$ cat src/rtl/pipe_hazard_ctrl_if.sv
// pipe_hazard_ctrl_if: ID-stage operand/destination info in, pipeline enables/flushes/forward selects out.
interface pipe_hazard_ctrl_if #(parameter int REG_AW = 3);
    logic              id_valid, id_rs_en, id_rt_en, id_rd_en, id_is_load, id_is_halt;
    logic [REG_AW-1:0] id_rs, id_rt, id_rd;
    logic              redirect, mem_busy;
    logic              pc_en, ifid_en, idex_bubble, flush_ifid, flush_idex, halt_done, err;
    logic [1:0]        fwd_a, fwd_b;
    modport master (
        output id_valid, id_rs_en, id_rs, id_rt_en, id_rt, id_rd_en, id_rd, id_is_load, id_is_halt,
        output redirect, mem_busy,
        input  pc_en, ifid_en, idex_bubble, flush_ifid, flush_idex, fwd_a, fwd_b, halt_done, err
    );
    modport slave (
        input  id_valid, id_rs_en, id_rs, id_rt_en, id_rt, id_rd_en, id_rd, id_is_load, id_is_halt,
        input  redirect, mem_busy,
        output pc_en, ifid_en, idex_bubble, flush_ifid, flush_idex, fwd_a, fwd_b, halt_done, err
    );
endinterface

$ cat src/rtl/pipe_hazard_ctrl.sv
// pipe_hazard_ctrl: EX/MEM/WB destination scoreboard driving stalls, bubbles, flushes, forwarding and HALT drain.
module pipe_hazard_ctrl #(
    parameter int REG_AW   = 3,
    parameter int SQUASH_N = 2
) (
    input logic               clk,
    input logic               rst,
    pipe_hazard_ctrl_if.slave hz
);
    typedef enum logic [1:0] {RUN, DRAIN, DONE} state_t;
    typedef struct packed {
        logic              valid;
        logic              rd_en;
        logic [REG_AW-1:0] rd;
        logic              is_halt;
    } slot_t;
    localparam logic SQ_BAD = (SQUASH_N < 1) || (SQUASH_N > 2);
    state_t     state, state_nxt;
    slot_t      ex, mem;
    logic       ex_load, wb_halt, pend, err_q;
    logic [1:0] fwd_a_q, fwd_b_q;
    logic       adv, redir, id_ok, lu, issue, halt2, go;

    function automatic logic [1:0] fwd_sel(logic en, logic [REG_AW-1:0] r, slot_t e, slot_t m);
        return !en ? 2'b00 : (e.valid && e.rd_en && e.rd == r) ? 2'b01 :
               (m.valid && m.rd_en && m.rd == r) ? 2'b10 : 2'b00;
    endfunction

    // a redirect seen during mem_busy is remembered in pend and applied on the next advancing cycle
    always_comb begin
        adv   = !hz.mem_busy;
        redir = adv && (hz.redirect || pend);
        id_ok = hz.id_valid && state == RUN;
        lu    = id_ok && ex.valid && ex_load && ex.rd_en &&
                ((hz.id_rs_en && hz.id_rs == ex.rd) || (hz.id_rt_en && hz.id_rt == ex.rd));
        issue = adv && id_ok && !lu && !redir;
        halt2 = (ex.valid && ex.is_halt && mem.valid && mem.is_halt) ||
                ((ex.valid && ex.is_halt) && wb_halt) || ((mem.valid && mem.is_halt) && wb_halt);
        go    = adv && state == RUN && (redir || !lu);
        state_nxt = (issue && hz.id_is_halt) ? DRAIN :
                    (adv && state == DRAIN && wb_halt) ? DONE : state;
    end

    assign hz.pc_en       = go;
    assign hz.ifid_en     = go;
    assign hz.idex_bubble = adv && !redir && (lu || state != RUN);
    assign hz.flush_ifid  = redir;
    assign hz.flush_idex  = redir && SQUASH_N == 2;
    assign hz.fwd_a       = fwd_a_q;
    assign hz.fwd_b       = fwd_b_q;
    assign hz.halt_done   = state == DONE;
    assign hz.err         = err_q;

    always_ff @(posedge clk or negedge rst)
        if (!rst) state <= RUN;
        else      state <= state_nxt;

    always_ff @(posedge clk or negedge rst) begin
        if (!rst) begin
            ex      <= '0;
            mem     <= '0;
            ex_load <= 1'b0;
            wb_halt <= 1'b0;
            fwd_a_q <= 2'b00;
            fwd_b_q <= 2'b00;
            pend    <= 1'b0;
            err_q   <= 1'b0;
        end else begin
            pend  <= !adv && (pend || hz.redirect);
            err_q <= err_q || SQ_BAD || (hz.redirect && state != RUN) || halt2;
            if (adv) begin
                mem     <= ex;
                wb_halt <= mem.valid && mem.is_halt;
                ex      <= issue ? slot_t'({1'b1, hz.id_rd_en, hz.id_rd, hz.id_is_halt}) : '0;
                ex_load <= issue && hz.id_is_load;
                fwd_a_q <= issue ? fwd_sel(hz.id_rs_en, hz.id_rs, ex, mem) : 2'b00;
                fwd_b_q <= issue ? fwd_sel(hz.id_rt_en, hz.id_rt, ex, mem) : 2'b00;
            end
        end
    end
endmodule

$ cat src/flat_wrapper.sv
// flat-port wrapper written by rule: the top's interface ports become plain ports
module pipe_hazard_ctrl_flat 
#(
    parameter int REG_AW   = 3,
    parameter int SQUASH_N = 2
)
  (clk, rst, hz_id_valid, hz_id_rs_en, hz_id_rs, hz_id_rt_en, hz_id_rt, hz_id_rd_en, hz_id_rd, hz_id_is_load, hz_id_is_halt, hz_redirect, hz_mem_busy, hz_pc_en, hz_ifid_en, hz_idex_bubble, hz_flush_ifid, hz_flush_idex, hz_fwd_a, hz_fwd_b, hz_halt_done, hz_err);
  pipe_hazard_ctrl_if #(.REG_AW(REG_AW)) hz_i ();
  input logic clk;
  input logic rst;
  input wire logic [$bits(hz_i.id_valid)-1:0] hz_id_valid;
  input wire logic [$bits(hz_i.id_rs_en)-1:0] hz_id_rs_en;
  input wire logic [$bits(hz_i.id_rs)-1:0] hz_id_rs;
  input wire logic [$bits(hz_i.id_rt_en)-1:0] hz_id_rt_en;
  input wire logic [$bits(hz_i.id_rt)-1:0] hz_id_rt;
  input wire logic [$bits(hz_i.id_rd_en)-1:0] hz_id_rd_en;
  input wire logic [$bits(hz_i.id_rd)-1:0] hz_id_rd;
  input wire logic [$bits(hz_i.id_is_load)-1:0] hz_id_is_load;
  input wire logic [$bits(hz_i.id_is_halt)-1:0] hz_id_is_halt;
  input wire logic [$bits(hz_i.redirect)-1:0] hz_redirect;
  input wire logic [$bits(hz_i.mem_busy)-1:0] hz_mem_busy;
  output wire logic [$bits(hz_i.pc_en)-1:0] hz_pc_en;
  output wire logic [$bits(hz_i.ifid_en)-1:0] hz_ifid_en;
  output wire logic [$bits(hz_i.idex_bubble)-1:0] hz_idex_bubble;
  output wire logic [$bits(hz_i.flush_ifid)-1:0] hz_flush_ifid;
  output wire logic [$bits(hz_i.flush_idex)-1:0] hz_flush_idex;
  output wire logic [$bits(hz_i.fwd_a)-1:0] hz_fwd_a;
  output wire logic [$bits(hz_i.fwd_b)-1:0] hz_fwd_b;
  output wire logic [$bits(hz_i.halt_done)-1:0] hz_halt_done;
  output wire logic [$bits(hz_i.err)-1:0] hz_err;
  assign hz_i.id_valid = hz_id_valid;
  assign hz_i.id_rs_en = hz_id_rs_en;
  assign hz_i.id_rs = hz_id_rs;
  assign hz_i.id_rt_en = hz_id_rt_en;
  assign hz_i.id_rt = hz_id_rt;
  assign hz_i.id_rd_en = hz_id_rd_en;
  assign hz_i.id_rd = hz_id_rd;
  assign hz_i.id_is_load = hz_id_is_load;
  assign hz_i.id_is_halt = hz_id_is_halt;
  assign hz_i.redirect = hz_redirect;
  assign hz_i.mem_busy = hz_mem_busy;
  assign hz_pc_en = hz_i.pc_en;
  assign hz_ifid_en = hz_i.ifid_en;
  assign hz_idex_bubble = hz_i.idex_bubble;
  assign hz_flush_ifid = hz_i.flush_ifid;
  assign hz_flush_idex = hz_i.flush_idex;
  assign hz_fwd_a = hz_i.fwd_a;
  assign hz_fwd_b = hz_i.fwd_b;
  assign hz_halt_done = hz_i.halt_done;
  assign hz_err = hz_i.err;
  pipe_hazard_ctrl #(.REG_AW(REG_AW), .SQUASH_N(SQUASH_N)) u_core (.clk(clk), .rst(rst), .hz(hz_i));
endmodule
$ cat config.mk
export PLATFORM = sky130hd
export DESIGN_NAME = pipe_hazard_ctrl_flat
export DESIGN_NICKNAME = d
export VERILOG_FILES = /design/src/rtl/pipe_hazard_ctrl_if.sv /design/src/rtl/pipe_hazard_ctrl.sv /design/src/flat_wrapper.sv
export SDC_FILE = /design/constraint.sdc
export NUM_CORES = 1
export LEC_CHECK = 0
export ABC_AREA = 1
export CELL_PAD_IN_SITES_DETAIL_PLACEMENT = 0
export CELL_PAD_IN_SITES_GLOBAL_PLACEMENT = 1
export CORE_ASPECT_RATIO = 0.75
export CORE_UTILIZATION = 34
export DETAILED_ROUTE_END_ITERATION = 8
export MAX_ROUTING_LAYER = met4
export PLACE_DENSITY = 0.76
export SYNTH_ARGS = -nofsm -noshare
export SYNTH_HDL_FRONTEND = slang
export SYNTH_SLANG_ARGS = --single-unit
$ cat constraint.sdc
create_clock -name clk -period 4.1 [get_ports clk]
set_input_delay 0.82 -clock clk [delete_from_list [all_inputs] [get_ports clk]]
set_output_delay 0.82 -clock clk [all_outputs]
set_load 0.03 [all_outputs]
[Word-level counts from Yosys, hierarchy flattened]
Index checks and enable logic that the tools add are counted.
Storage, ports and cells
  logic and storage cells: 81
  bits of input ports: 19
  flip-flop bits (word level): 22
Operators by class
  equal/unequal tests: 8
  reductions and logical operators: 47
  multiplexer cells: 11
Operator list (count)
  $logic_and 1x1->1: 33
  $mux 2: 10
  $eq 3x3->1: 6
  $logic_or 1x1->1: 8
  $mux 6: 1
  $reduce_bool 2->1: 2
  $logic_not 1->1: 3
  $eq 2x1->1 const B: 1
  $eq 2x2->1 const B: 1
  $logic_not 2->1: 1

[Depth between registers and ports, before layout]
  depth after elaboration: 11
  depth in mapped cells: 10

[Worst setup path after synthesis]
Ideal clock, no wire load.
  kind: input to output
  start point: input port hz_mem_busy
  end point: output port hz_flush_ifid
  arrival time: 1.881 ns
  path buffers: 3
  setup slack: 1.399 ns
  cell stages on the path: 4
  cell sequence: buf_2 > clkbuf_1 > nor2_1 > buf_4
Between the ends
  longest elaborated chain between the ends: 2
RTL lines
  start: declaration: RTL line flat_wrapper.sv:21  | input wire logic [$bits(hz_i.mem_busy)-1:0] hz_mem_busy;
  $logic_not 1->1: RTL line pipe_hazard_ctrl.sv:31  | adv = !hz.mem_busy;
  $logic_and 1x1->1: RTL line pipe_hazard_ctrl.sv:32  | redir = adv && (hz.redirect || pend);
  end: declaration: RTL line flat_wrapper.sv:25  | output wire logic [$bits(hz_i.flush_ifid)-1:0] hz_flush_ifid;
Every way passes these cells.

[Final worst setup path]
  start point: input port hz_id_rt[1]
  end point: output port hz_idex_bubble
Between the ends
  longest elaborated chain between the ends: 6
RTL lines
  start: declaration: RTL line flat_wrapper.sv:15  | input wire logic [$bits(hz_i.id_rt)-1:0] hz_id_rt;
  $eq 3x3->1: RTL line pipe_hazard_ctrl.sv:35  | ((hz.id_rs_en && hz.id_rs == ex.rd) || (hz.id_rt_en && hz.id_rt == ex.rd));
  $logic_and 1x1->1: RTL line pipe_hazard_ctrl.sv:35
  $logic_or 1x1->1: RTL line pipe_hazard_ctrl.sv:35
  $logic_and 1x1->1: RTL line pipe_hazard_ctrl.sv:34  | lu = id_ok && ex.valid && ex_load && ex.rd_en &&
  $logic_or 1x1->1: RTL line pipe_hazard_ctrl.sv:46  | assign hz.idex_bubble = adv && !redir && (lu || state != RUN);
  $logic_and 1x1->1: RTL line pipe_hazard_ctrl.sv:46
  end: declaration: RTL line flat_wrapper.sv:24  | output wire logic [$bits(hz_i.idex_bubble)-1:0] hz_idex_bubble;
Every way passes these cells.

==> out/metrics.yaml <==
synthesis:
  syn_inst: 158
  synth_edf_count: 0
  synth_nets: 177
  netlist.area_leader.share: 0.4656
  synthTopCellsByCount: "nand2_1, dfrtp_1, inv_1, nor2_1, nand3_1"
  yosysMostFrequentCell: "nand2_1"
  synth_area_leader_cell: "dfrtp_1"
  syn-cell-area_mm2: 0.001182
  synth_area_leaders: "dfrtp_1, nand2_1, xnor2_1"
  syn_avg_cell_area_um2: 7.483
  yosysWarnings: 0
  synth-seq-cells: 22
  synthFlopType: "dfrtp_1"
  async_flop_share: 1.000
  synth_cell_types: 21
  ys_seq_area_frac: 0.4656
clock_tree:
  hold_buffers: 0
  clk_pin_slew_ns: 0.08
  root_buffer: "clkbuf_8"
  cts.repair.resized: 0
  cts_setup_buffers: 0
  cts-htree-levels: 1
  cts-buffers-inserted: 3
  cts_tree: "built"
  clkLatencyLatePin_ns: 0.26
  cts.sinks: 22
  max-clock-path-buffers: 2
worst_hold_path:
  hp-class: "reg2reg"
sta:
  drv_slew: 0
  worstMarginPinSlew_ns: 0.9903
  min_period_ns: 3.573
  max_freq_mhz: 279.9
  hold_viol: 0
  setup-tns-final_ns: 0
  finalClockSkew_ns: 0.001630
  min_period_over_period: 0.8714
  hold_ws_ns: 0.4802
  setup_viol: 0
  rsz0062_at_grt: "false"
  relSlewSlack: 0.3378
cells_and_area:
  fin_area_mm2: 0.001535
  drive_above_1_share: 0.05405
  n_antenna_cell: 0
  syn_to_final_growth_pct: 29.84
  fin_nets: 205
  fillers: 343
routing:
  drtIter0Drc: 42
  first_pass_iters: 4
  routed-wl-met3_um: 99
  wl_met2_um: 1173
  wl_met1_um: 1390
  num_vias: 1047
  drc_errors: 0
  drtAntennaViolNets: 0
  vias_per_cell: 4.653
  top_layer: "met4"
  wire_per_inst_um: 11.95
  wirelength_um: 2689
placement:
  portBuffers: 29
  dp_hpwl_um: 2074
  gp_congestion: 0.7835
  placed_area_mm2: 0.001480
critical_path:
  worst_setup_path_end_kind: "output port"
  critPathKind: "in2out"
  startpoint_type: "primary input"
  crit_required_ns: 3.28
  cp.arrival_ns: 2.75
  cp_max_fo: 12
power_and_ir_drop:
  power.leakage_uw: 0.0007451
  vdd_ir_drop_max_mv: 0.1807
  powerDensity_mw_per_mm2: 275.5
floorplanning:
  die_h_um: 53.07
  io_pins: 30
  die_area_mm2: 0.003720
  row_count: 18
  dieWidth_um: 70.10
  initial_core_util: 0.3571
  core_mm2: 0.003311
outcome:
  status: "finished clean"
grt:
  grt_overflow: 0
  antenna_found_initial: 0
  grt_max_degree: 23
  grt_use_total: 0.1692
  grt_pass1_vias: 984
  grt_pass1_wl_um: 4616
job:
  maxCapViolations: 0
kinds of logic after synthesis:
| group | after synthesis | share of synthesized area |
|---|---|---|
| buffers and inverters | 24 | 0.09628 |
| AO/OA/AOI/OAI | 8 | 0.04233 |
| flip-flops | 22 | 0.4656 |
| XOR/XNOR | 8 | 0.05926 |
| AND/OR/NAND/NOR | 96 | 0.3365 |
critical path, cell delays in order:
cell and delay, ns:
clkdlybuf4s50_1 0.52, nand2_1 0.07, nand2_1 0.10, nand4_1 0.11, nand2_1 0.12, nand2_2 0.17, a21oi_2 0.16, clkdlybuf4s50_1 0.67
layout make-up:
type | count | area, µm² | share of cell area
Timing Repair Buffer | 30 | 297.8 | 0.1940
Inverter | 17 | 63.81 | 0.04156
Clock buffer | 4 | 55.05 | 0.03586
Multi-Input combinational cell | 112 | 518.0 | 0.3374
Sequential cell | 22 | 550.5 | 0.3586
Tap cell | 40 | 50.05 | 0.03260
stage by stage:
step | setup WS, ns | utilization | power (µW) | std cells
after floorplan | 1.399 | - | 241.2 | 158
after global placement | 0.5833 | 0.4471 | 271.6 | 221
after detailed placement | 0.5275 | 0.4471 | 271.4 | 221
after CTS | 0.5320 | 0.4637 | 427.1 | 225
after global routing | 0.4233 | 0.4637 | 443.1 | 225
final | 0.5274 | 0.4637 | 423.0 | 225
cell usage in the layout, fill, tap and decap left out:
master and instances:
nand2_1 65, clkdlybuf4s50_1 29, dfrtp_1 22, inv_1 15, nor2_1 12, nand3_1 10, xnor2_1 8, nand4_1 5
o21ai_0 5, clkbuf_8 4, nor2_2 1, nand2_2 1, inv_2 1, a21oi_2 1, a221oi_1 1, o211ai_1 1
clkinv_1 1, nand3_2 1, nor3_1 1, buf_4 1
registers in the layout (all words and copies together) (netlist names):
| register | flops |
|---|---|
| u_core.ex | 6 |
| u_core.ex_load | 1 |
| u_core.hz.err | 1 |
| u_core.hz.fwd_a | 2 |
| u_core.hz.fwd_b | 2 |
| u_core.mem | 6 |
| u_core.pend | 1 |
| u_core.state | 2 |
| u_core.wb_halt | 1 |
per-layer routing:
| layer | global-route usage | vias up |
|---|---|---|
| met3 | 0.04762 | 4 |
| met2 | 0.2532 | 28 |
| met5 | - | - |
| li1 | - | 544 |
| met4 | 0.04000 | 0 |
| met1 | 0.2278 | 471 |
worst paths after layout:
| path | startpoint | end | slack (ns) | depth (start not counted) |
|---|---|---|---|---|
| max in group asynchronous | rst | u_core.ex[1] | 2.40 | 1 |
| worst min-delay path | u_core.hz.err | u_core.hz.err | 0.48 | 2 |
| min in group asynchronous | rst | u_core.hz.fwd_a[1] | 1.10 | 1 |
| worst max register to register | u_core.pend | u_core.ex[0] | 2.42 | 5 |
| worst min register to register | u_core.hz.err | u_core.hz.err | 0.48 | 2 |
| worst max-delay path | hz_id_rt[1] | hz_idex_bubble | 0.53 | 8 |
report_power, final:
part	leakage [µW]	switching [µW]	internal, µW
Sequential	0.000296	0.171	217
Combinational	0.000421	24.9	24.1
Clock	0.0000288	70.8	85.6
(Power assumes the default switching activity.)
